$ cat src/rtl/comp_pkg.sv
// comp_pkg: relation state encodings and flag decode shared by the comparator debounce logic.
package comp_pkg;
    localparam logic [1:0] ST_EQ = 2'b00;
    localparam logic [1:0] ST_GT = 2'b01;
    localparam logic [1:0] ST_LT = 2'b10;

    typedef struct packed {
        logic       vld;
        logic [1:0] st;
    } dec_t;

    // Exactly one flag must be set; anything else is a malformed sample.
    function automatic dec_t decode(input logic agb, input logic aeb, input logic alb);
        dec_t d;
        d.vld = ({agb, aeb, alb} == 3'b100) || ({agb, aeb, alb} == 3'b010) || ({agb, aeb, alb} == 3'b001);
        d.st  = agb ? ST_GT : alb ? ST_LT : ST_EQ;
        return d;
    endfunction
endpackage

$ cat src/rtl/comp_debounce_sat_cnt.sv
// sat_cnt: saturating up-counter with synchronous clear taking priority over increment.
module sat_cnt #(
    parameter int W = 8
) (
    input  logic         clk,
    input  logic         rst,
    input  logic         inc,
    input  logic         clr,
    output logic [W-1:0] q
);
    logic [W-1:0] q_d, q_q;

    always_comb q_d = clr ? '0 : (inc && q_q != '1) ? q_q + W'(1) : q_q;

    always_ff @(posedge clk or posedge rst)
        if (rst) q_q <= '0;
        else     q_q <= q_d;

    assign q = q_q;
endmodule

$ cat src/rtl/comp_debounce.sv
// comp_debounce: debounces comp's agb/aeb/alb flags into a registered EQ/GT/LT decision.
// A new state commits after DEB consecutive matching samples; commits are counted.
module comp_debounce
    import comp_pkg::*;
#(
    parameter int DEB = 4,
    parameter int CW  = 8
) (
    input  logic          clk,
    input  logic          rst,
    input  logic          in_valid,
    input  logic          agb,
    input  logic          aeb,
    input  logic          alb,
    input  logic          cnt_clr,
    output logic [1:0]    state,
    output logic          chg,
    output logic          err,
    output logic [CW-1:0] evt_cnt
);
    localparam int RW = $clog2(DEB + 1);

    dec_t          dec;
    logic [1:0]    state_d, state_q, cand_d, cand_q;
    logic [RW-1:0] run_d, run_q, run_n;
    logic          chg_d, chg_q, err_d, err_q;

    assign dec = decode(agb, aeb, alb);

    // run never rests at DEB (a commit clears it), so run_n always fits in RW bits.
    always_comb begin
        state_d = state_q;
        cand_d  = cand_q;
        run_d   = run_q;
        chg_d   = 1'b0;
        err_d   = 1'b0;
        run_n   = (dec.st == cand_q && run_q != '0) ? run_q + RW'(1) : RW'(1);
        if (in_valid) begin
            if (!dec.vld) begin
                err_d = 1'b1;
                run_d = '0;
            end else if (dec.st == state_q) begin
                run_d = '0;
            end else if (run_n == RW'(DEB)) begin
                state_d = dec.st;
                cand_d  = dec.st;
                run_d   = '0;
                chg_d   = 1'b1;
            end else begin
                cand_d = dec.st;
                run_d  = run_n;
            end
        end
    end

    always_ff @(posedge clk or posedge rst)
        if (rst) begin
            state_q <= ST_EQ;
            cand_q  <= ST_EQ;
            run_q   <= '0;
            chg_q   <= 1'b0;
            err_q   <= 1'b0;
        end else begin
            state_q <= state_d;
            cand_q  <= cand_d;
            run_q   <= run_d;
            chg_q   <= chg_d;
            err_q   <= err_d;
        end

    sat_cnt #(.W(CW)) u_cnt (
        .clk (clk),
        .rst (rst),
        .inc (chg_d),
        .clr (cnt_clr),
        .q   (evt_cnt)
    );

    assign state = state_q;
    assign chg   = chg_q;
    assign err   = err_q;
endmodule

$ cat config.mk
export PLATFORM = sky130hd
export DESIGN_NAME = comp_debounce
export DESIGN_NICKNAME = d
export VERILOG_FILES = /design/src/rtl/comp_pkg.sv /design/src/rtl/comp_debounce_sat_cnt.sv /design/src/rtl/comp_debounce.sv
export SDC_FILE = /design/constraint.sdc
export NUM_CORES = 1
export LEC_CHECK = 0
export CAP_MARGIN = 10
export CORE_MARGIN = 2
export CORE_UTILIZATION = 35
export CTS_CLUSTER_SIZE = 10
export DETAILED_ROUTE_END_ITERATION = 7
export GPL_TIMING_DRIVEN = 0
export PLACE_DENSITY = 0.66
export SLEW_MARGIN = 5
export SYNTH_ARGS = -nofsm -noshare
export SYNTH_HDL_FRONTEND = slang
export SYNTH_SLANG_ARGS = --single-unit
$ cat constraint.sdc
create_clock -name clk -period 2.2 [get_ports clk]
set_input_delay 0.22 -clock clk [delete_from_list [all_inputs] [get_ports clk]]
set_output_delay 0.22 -clock clk [all_outputs]
set_load 0.01 [all_outputs]
==> results of run 1 <==
## cell usage after synthesis (all sizes together) (2+ instances only)
master   count
a21oi        8
a2bb2oi      2
and2         2
and3b        2
buf          4
clkbuf       2
dfrtp       17
ha           3
inv          7
mux2         4
nand2b       5
nand3        3
nand4        3
nor2         5
nor2b        3
nor3         4
o21ai        6
o31ai        6
or4          6
## what timing repair did
item,CTS,global route
cloned,0,0
setup endpoints to repair,6,9
resized for setup,1,4
setup buffers,3,0
pin swaps,2,0
## final cells by class
class                   count  area share [%]
clock buffers               4            1.99
repair buffers             19            13.8
well taps                  31            2.94
plain buffers               6            2.94
inverters                   7            1.99
multi-input cells          76            44.0
flip-flops and latches     17            32.3
## power by group through the flow
stage,clock [mW],sequential [mW],combinational [mW]
finish,0.171,0.336,0.0900
global route,0.187,0.337,0.101
CTS,0.181,0.336,0.0882
detailed placement,0,0.341,0.0849
global placement,0,0.341,0.0820
floorplan,0,0.340,0.0578
## metal layers
| metal | up-vias | GRT usage, % | part of all wire (%) |
|---|---|---|---|
| met2 | 17 | 23.4 | 50 |
| met5 | - | 0 | 0 |
| met3 | 2 | 2.86 | 4.3 |
| li1 | 444 | - | - |
| met4 | 0 | 6.64 | 0.30 |
| met1 | 427 | 19.0 | 45 |
## final timing paths
path                             from         end  slack [ns]  cells past startpoint
min in group clk              cnt_clr  u_cnt.q[3]        0.32                      2
hold reg to reg            u_cnt.q[6]  u_cnt.q[6]        0.58                      2
hold / removal                    rst         err        0.32                      2
setup / recovery                  agb  u_cnt.q[3]       -0.02                      8
max in group asynchronous         rst  u_cnt.q[0]        1.42                      2
setup reg to reg             run_q[0]  u_cnt.q[3]       -0.02                      7
## metrics by stage
| stage | setup TNS [ns] | hold WS [ns] | instance area [µm²] | setup WS (ns) |
|---|---|---|---|---|
| finish | -0.0187 | 0.316 | 1320 | -0.0187 |
| global route | -0.432 | 0.361 | 1320 | -0.119 |
| floorplan | 0 | 0.146 | 1050 | 0.0314 |
| CTS | -0.0168 | 0.311 | 1310 | -0.0168 |
| global placement | -1.89 | 0.533 | 1240 | -0.263 |
| detailed placement | -2.36 | 0.566 | 1240 | -0.312 |
## flip-flops by register name, indices dropped and copies added, names as in the netlist
| signal | count |
|---|---|
| err | 1 |
| u_cnt.q | 8 |
| run_q | 3 |
| state | 2 |
| chg | 1 |
| cand_q | 2 |
## cell families (layout without fill, tap and decap cells)
kind of cell               count (synthesis)  in the layout  synth area share [%]
and+or+nand+nor                           39             39                  25.2
muxes                                      4              4                  4.35
buffers and inverters                     13             36                  6.28
adders and majority gates                  3              3                  3.62
xor gates and xnor gates                   1              1                 0.846
DFF                                       17             17                  41.1
AOI/OAI and AO/OA                         29             29                  18.6
## cells in the final DEF (no fill, tap or decap), types with 4 or more instances in the layout
cell type	count
a21oi_1	7
clkdlybuf4s50_1	16
dfrtp_1	16
inv_1	6
nand2b_1	4
nor2_1	5
o21ai_0	4
o31ai_1	5
or4_1	5
==> results by group, run 1 <==
Global routing
  • Initial antenna violation count: 0
  • Gr usage total: around 15%
  • Vias in the first global route: ~880
  • First-pass GRT wire length: 3870 µm
  • Largest net degree at the start of global routing: 18
  • Congestion Overflow GR: 0

STA
  • Final setup skew: about 0.0013 ns
  • Min setup slack post-route: -0.0187 ns
  • Final period util: 101%
  • Worst slew margin: between 50% and 60%
  • Tmin final: approximately 2.2 ns
  • Number of setup violations in the final report: 1
  • Hold Vio Cnt, Final: 0
  • Worst Tran Pin Value: around 0.66 ns
  • Fmax: 451 MHz
  • Slew Limit Fails: 0
  • RSZ-0062 raised after global routing: yes

Floorplanning
  • Die X: a little under 60 µm
  • Initial Util: 37.2%
  • Top Ports: 19
  • Die Height: approximately 58 µm
  • Core area: 2780 µm²
  • Cell Rows: 19
  • Die Area: around 3400 µm²

Layout
  • Layout Nets: 140
  • Fillers: 266
  • Ant. Diodes: 0
  • Fin cells: 160
  • Area of the multi-input gates: slightly below 600 µm²
  • Layout area overhead: 27.5%
  • Register area: 427 µm²
  • Post-layout util: 47.5%
  • Share of layout cells above drive strength 1: 17.8%

CTS
  • CTS Hold Bufs: 0
  • Clock Sinks: 17
  • Max clock buf depth: 2
  • CTS root buf: clkbuf_4
  • Clock-pin slew on the worst setup and hold paths: around 0.1 ns
  • CTS tree: done
  • Worst skew pair latency: just under 0.3 ns
  • H-tree depth: 1
  • CTS Buf Count: 3

Power and ir drop
  • Power per Cell Area: between 400 and 500 nW/µm²
  • Power, Total: roughly 0.6 mW
  • Peak supply drop: 0.312 mV
  • Internal power: between 0.4 and 0.5 mW
  • Seq pwr share: between 50% and 60%
  • Leakage Power: ~0.50 nW
  • Switch share: 27.2%
  • Switching power total: between 0.15 and 0.2 mW
  • Part of the power in combinational logic: ~15%
  • Power share of the clock group: roughly 29%

Drt
  • Vias per inst: about 5.6
  • WL/cell: around 14 µm
  • Routed WL: approximately 2300 µm
  • Starting DRT DRC Count: 22
  • DR pass1 iterations: 4
  • DR DRC count: 0
  • ANT nets after route: 0
  • DR vias: between 800 and 900

Logic synthesis
  • Ys async rst share: between 90% and 100%
  • Post-synth EDFFs: 0
  • Seq/Total Area, Yosys: just over 40%
  • Ys Warns: 0
  • Synth top area cells: dfrtp_1, o31ai_1, a21oi_1
  • Post-synth top flop: dfrtp_1
  • Post-synth cell types: 38
  • Post-Syn Area: just over 1000 µm²
  • Post-synth top area share: 41.1%
  • Flops & latches, synth: 17
  • Synthesized Nets: between 100 and 150
  • Largest area contributor in the netlist: dfrtp_1
  • Avg Inst Size Synth: between 9 and 10 µm²
  • Mapped Cells: between 100 and 150

Worst setup path
  • CP Launch Type: input pin
  • CP arrival: 2.44 ns
  • CP most frequent cell: buf_6
  • Crit-path slowest cell: or4_4
  • Crit Path Max Fanout: 10
  • Peak per-stage delay on the critical path: approximately 0.58 ns
  • Crit-path leading delay family: simple AND/OR/NAND/NOR gates
  • Critical path type: input pin to flip-flop
  • Cells along the critical path: clkdlybuf4s50_1 > buf_6 > nor4_4 > nor3_1 > or4_4 > buf_6 > or4_1 > a21oi_2
  • Crit path required time: ~2.4 ns
  • Worst setup EP type: flip-flop
  • CP bufs+invs: 3

Placed design
  • Gpl congestion: around 0.7
  • Dpl cells: ~150
  • Port bufs: 16
  • Detailed placer's ending HPWL: 1650 µm

Outcome
  • Status: finished, violations left
  • Violated checks: negative setup slack

Flow run
  • Maxcap violations: 0

Worst hold path
  • Min-Delay Path Class: input pin to async pin
No activity file was read; power rests on OpenSTA's default activity.
==> run 2: changes to the inputs <==
--- a/config.mk
+++ b/config.mk
@@ -8,6 +8,7 @@
 export CAP_MARGIN = 10
 export CORE_MARGIN = 2
 export CORE_UTILIZATION = 35
+export CTS_BUF_LIST = sky130_fd_sc_hd__clkbuf_16
 export CTS_CLUSTER_SIZE = 10
 export DETAILED_ROUTE_END_ITERATION = 7
 export GPL_TIMING_DRIVEN = 0
==> results by group, run 2 (synthesized netlist as in run 1, its figures left out) <==
CTS
  • Clock-pin slew on the worst setup and hold paths: ~0.050 ns
  • CTS Buf Count: 3
  • CTS Hold Bufs: 0
  • CTS tree: done
  • Max clock buf depth: 2
  • Clock Sinks: 17
  • H-tree depth: 1
  • CTS root buf: clkbuf_16
  • Worst skew pair latency: between 0.2 and 0.3 ns

STA
  • Slew Limit Fails: 0
  • Tmin final: 2.23 ns
  • Worst Tran Pin Value: ~0.66 ns
  • RSZ-0062 raised after global routing: yes
  • Final setup skew: roughly 0.00083 ns
  • Final period util: 101%
  • Fmax: 448 MHz
  • Min setup slack post-route: -0.0309 ns
  • Hold Vio Cnt, Final: 0
  • Number of setup violations in the final report: 2
  • Worst slew margin: between 50% and 60%

Worst setup path
  • FF-to-FF Start: run_q[1]
  • Crit-path slowest cell: or4_4
  • CP Launch Type: flip-flop
  • CP most frequent cell: or4_4
  • Crit path required time: 2.38 ns
  • Crit-path leading delay family: simple AND/OR/NAND/NOR gates
  • Critical path type: flip-flop to flip-flop
  • R2R cell count: 7
  • CP arrival: ~2.4 ns
  • R2R Setup Slk: -0.03 ns
  • Crit Path Max Fanout: 7
  • CP bufs+invs: 1
  • Peak per-stage delay on the critical path: 0.46 ns
  • Critical R2R Capture: u_cnt.q[3]
  • Worst setup EP type: flip-flop
  • Cells along the critical path: ha_2 > nand2b_4 > a211o_1 > or4_4 > buf_6 > or4_4 > a21oi_2

Drt
  • ANT nets after route: 0
  • Vias per inst: between 5 and 6
  • DR vias: a little under 900
  • DR DRC count: 0
  • WL/cell: ~15 µm
  • Routed WL: 2350 µm
  • DR pass1 iterations: 4
  • Starting DRT DRC Count: 20

Layout
  • Commonest non-fill, non-tap cell in the layout: dfrtp_1
  • Ant. Diodes: 0
  • Commonest cells after routing, fill and taps aside: dfrtp_1, clkdlybuf4s50_1, a21oi_1
  • Layout area overhead: 36.4%
  • Max reg flops: 8
  • Layout Nets: between 100 and 150
  • Fin cells: 161
  • Share of layout cells above drive strength 1: between 20% and 30%
  • Post-layout util: between 50% and 60%

Placed design
  • Pre-CTS setup slack: -0.312 ns
  • Gpl congestion: around 0.7
  • Dpl cells: roughly 150
  • Port bufs: 16
  • Detailed placer's ending HPWL: 1650 µm

Power and ir drop
  • Switching power total: ~0.19 mW
  • Power per Cell Area: 564 nW/µm²
  • Leakage Power: ~0.54 nW
  • Peak supply drop: 0.396 mV
  • Seq pwr share: a little over two fifths
  • Power, Total: approximately 0.8 mW
  • Switch share: around a quarter
  • Internal power: 0.609 mW
  • Part of the power in combinational logic: 11.9%
  • Power share of the clock group: about 46%

Global routing
  • Initial antenna violation count: 0
  • Vias in the first global route: 885
  • Congestion Overflow GR: 0
  • Gr usage total: between 15 and 20%
  • Largest net degree at the start of global routing: 18
  • First-pass GRT wire length: between 3000 and 4000 µm

Floorplanning
  • Die Height: slightly below 60 µm
  • Cell Rows: 19
  • Die X: between 50 and 60 µm
  • Top Ports: 19
  • Initial Util: between 30% and 40%
  • Die Area: about 3400 µm²
  • Core area: ~2800 µm²

Outcome
  • Status: finished, violations left
  • Violated checks: negative setup slack

Worst hold path
  • Hold Path Sink: u_cnt.q[3]
  • Hold path cells: 2
  • HP Start: cnt_clr
  • Min-Delay Path Class: input pin to flip-flop

Flow run
  • Maxcap violations: 0
run 2: cell types whose count changed in the layout (fill, tap and decap cells not counted), moves of 2 or more:
cell / before / now
clkbuf_1: 3 / 1
clkbuf_16: 0 / 3
clkbuf_4: 3 / 0
o31ai_1: 5 / 3
run 2: power by group through the flow:
stage               clock network (mW)  logic, mW  registers (mW)
finish                           0.365     0.0948           0.336
global route                     0.381      0.105           0.338
CTS                              0.374     0.0905           0.336
detailed placement                   0     0.0849           0.341
global placement                     0     0.0820           0.341
floorplan                            0     0.0578           0.340
run 2: metrics by stage:
stage	hold slack (ns)	cell area, µm²	setup TNS, ns
detailed placement	0.566	1240	-2.36
global placement	0.533	1240	-1.89
floorplan	0.146	1050	0
finish	0.362	1410	-0.0466
CTS	0.365	1370	-0.0414
global route	0.419	1410	-0.423
run 2: worst max-delay path by stage:
stage               startpoint          to  cells after the start
global placement           agb  u_cnt.q[2]                      8
CTS                   in_valid    state[0]                      7
global route          run_q[1]  u_cnt.q[3]                      7
finish                run_q[1]  u_cnt.q[3]                      7
floorplan             run_q[0]  u_cnt.q[2]                      7
detailed placement         agb  u_cnt.q[3]                      8
run 2: metal layers:
layer  share of wire, %  track usage [%]  vias to the layer above
met3                4.1             2.64                        5
met2                 51             25.2                       18
met4                1.7             7.64                        0
met1                 43             19.0                      422
met5                  0                0                        -
li1                   -                -                      442
run 2: repair_timing:
action | 4_1_cts | 5_1_grt
setup endpoints to repair | 8 | 9
hold endpoints to repair | 0 | 0
gates cloned | 0 | 0
setup buffers | 4 | 0
gates resized for setup | 2 | 12
pin swaps | 2 | 6
run 2: area by class of cell:
cell class,count,area (µm²)
buffer,6,40.0
fill,254,1370
timing repair buffer,20,190
multi-input combinational,76,613
clock inverter,1,3.75
inverter,7,26.3
clock buffer,3,75.1
tap,31,38.8
sequential,17,425
==> run 3: changes to the inputs <==
--- a/config.mk
+++ b/config.mk
@@ -13,7 +13,6 @@
 export DETAILED_ROUTE_END_ITERATION = 7
 export GPL_TIMING_DRIVEN = 0
 export PLACE_DENSITY = 0.66
-export SLEW_MARGIN = 5
 export SYNTH_ARGS = -nofsm -noshare
 export SYNTH_HDL_FRONTEND = slang
 export SYNTH_SLANG_ARGS = --single-unit
==> results of run 3 <==
Final layout, timing and power as in run 2 (identical DEF).
==> variant (config.mk and constraints of run 2) <==
Make the reset (`rst`) synchronous in 2 clocked blocks.
--- a/src/rtl/comp_debounce_sat_cnt.sv
+++ b/src/rtl/comp_debounce_sat_cnt.sv
@@ -12,7 +12,7 @@
 
     always_comb q_d = clr ? '0 : (inc && q_q != '1) ? q_q + W'(1) : q_q;
 
-    always_ff @(posedge clk or posedge rst)
+    always_ff @(posedge clk)
         if (rst) q_q <= '0;
         else     q_q <= q_d;
 
--- a/src/rtl/comp_debounce.sv
+++ b/src/rtl/comp_debounce.sv
@@ -53,7 +53,7 @@
         end
     end
 
-    always_ff @(posedge clk or posedge rst)
+    always_ff @(posedge clk)
         if (rst) begin
             state_q <= ST_EQ;
             cand_q  <= ST_EQ;
Behaviour: differs if rst is asserted again (counterexample within 4 cycles, from zero or initial values and one cycle with rst high); with rst held inactive, the same outputs for 10 cycles.
==> variant against run 2 <==
Area after synthesis down 8.1%. Power fell by 8.5%. Clock skew barely moved. Sequential cell count unchanged. Worst setup slack improved by 180 ps. Wire length fell by 13%. Worst hold slack gained 120 ps. Design area shrank 10%. Critical path type unchanged. Largest cell class unchanged.
==> variant: results (changes against run 2) <==
* Xor and xnor area share after synthesis: 0.00920 (+0.000744)
- Maximum fanout count along the critical path: 10 (+3)
- The share of layout cells above drive strength 1 is 0.142 (-0.0967).
- Pin count of the biggest net entering global routing: 11 (-7)
* Mux cell area share after synthesis: 0.0105 (-0.0330)
- The synthesized netlist net count is 121 (+4.3%).
- Fraction of synthesis flops using an asynchronous set or reset pin: 0 (-1.00)
* Instance area after placement: 1170 µm² (-6.0%)
- DR vias: 890 (+0.34%)
- Post-detailed-routing wire length: 2050 µm (-13%)
- Final Net Count: 145 (+2.8%)
- Synth Area in Compound Gates: 0.210 (+0.0243)
- Number of global-route vias before repair: 844 (-4.6%)
* Sw Share: 0.205 (-0.0295)
- Number of port buffers: 18 (+2)
* Placed cell count: 159 (+3.9%)
- Worst vdd ir: 0.445 mV (+13%)
- Final setup viols: 0 (-2)
- Routability Congestion: 0.829 (+18%)
* Total GRT Usage: 0.141 (-0.0105)
* Leakage: 0.406 nW (-25%)
* Top cell types by occurrence after synthesis: sky130_fd_sc_hd__dfxtp_1, sky130_fd_sc_hd__a21oi_1, sky130_fd_sc_hd__nand2_1
- The detailed route wirelength on metal3 is 51 µm (-47%).
- The data arrival at the endpoint of the critical path is 2230 ps (-180 ps).
- The number of instances in the synthesized netlist came to 111 (+4.7%).
* First-pass GRT wire length: 3630 µm (-7.7%)
* Result of the run: complete, no violations
- The clock skew after layout is 0.702 ps (-0.128 ps).
- Post-synthesis adder-cell area fraction: 0.0394 (+0.00319)
## variant: power by group through the flow
stage / sequential (mW) / combinational, mW / clock (mW)
final: 0.313 / 0.0536 / 0.362
after floorplan: 0.320 / 0.0294 / 0
after global routing: 0.313 / 0.0591 / 0.384
after detailed placement: 0.319 / 0.0531 / 0
after global placement: 0.319 / 0.0523 / 0
after CTS: 0.313 / 0.0539 / 0.369
## variant: repair_timing
action | in CTS | in global routing
pin swaps | 1 | 0
hold endpoints to repair | 0 | 0
setup buffers | 1 | 0
setup endpoints to repair | 12 | 1
hold buffers | 0 | 0
gates resized for setup | 5 | 1
## variant: kinds of logic (layout without fill, tap and decap cells)
kind of cell    Yosys count  after routing
compound gates           29             29
buf+inv                   9             32
xor+xnor                  1              1
mux                       1              1
flops                    17             17
simple gates             51             51
fa+ha+maj                 3              3
## variant: final cells by class
type | count | share of cell area
well taps | 30 | 0.0295
clock buffers | 3 | 0.0591
plain buffers | 4 | 0.0177
flip-flops and latches | 17 | 0.268
clock inverters | 1 | 0.00394
multi-input cells | 85 | 0.462
repair buffers | 19 | 0.146
inverters | 5 | 0.0148
## variant: worst min-delay path: stages
cell,delay [ps]
sky130_fd_sc_hd__dlygate4sd2_1,300
sky130_fd_sc_hd__nand3_1,90
sky130_fd_sc_hd__a21oi_1,60
## variant: layer usage
metal,vias to the layer above,track usage
met5,-,0
met4,0,0.0510
met3,2,0.0326
met2,11,0.230
met1,414,0.182
li1,463,-
## variant: final timing paths
check	endpoint	depth (start not counted)	slack, ps	from
max	u_cnt.q[2]	6	150	cand_q[0]
min	state[0]	3	480	agb
max reg2reg	u_cnt.q[2]	6	150	cand_q[0]
min reg2reg	cand_q[1]	2	490	cand_q[1]
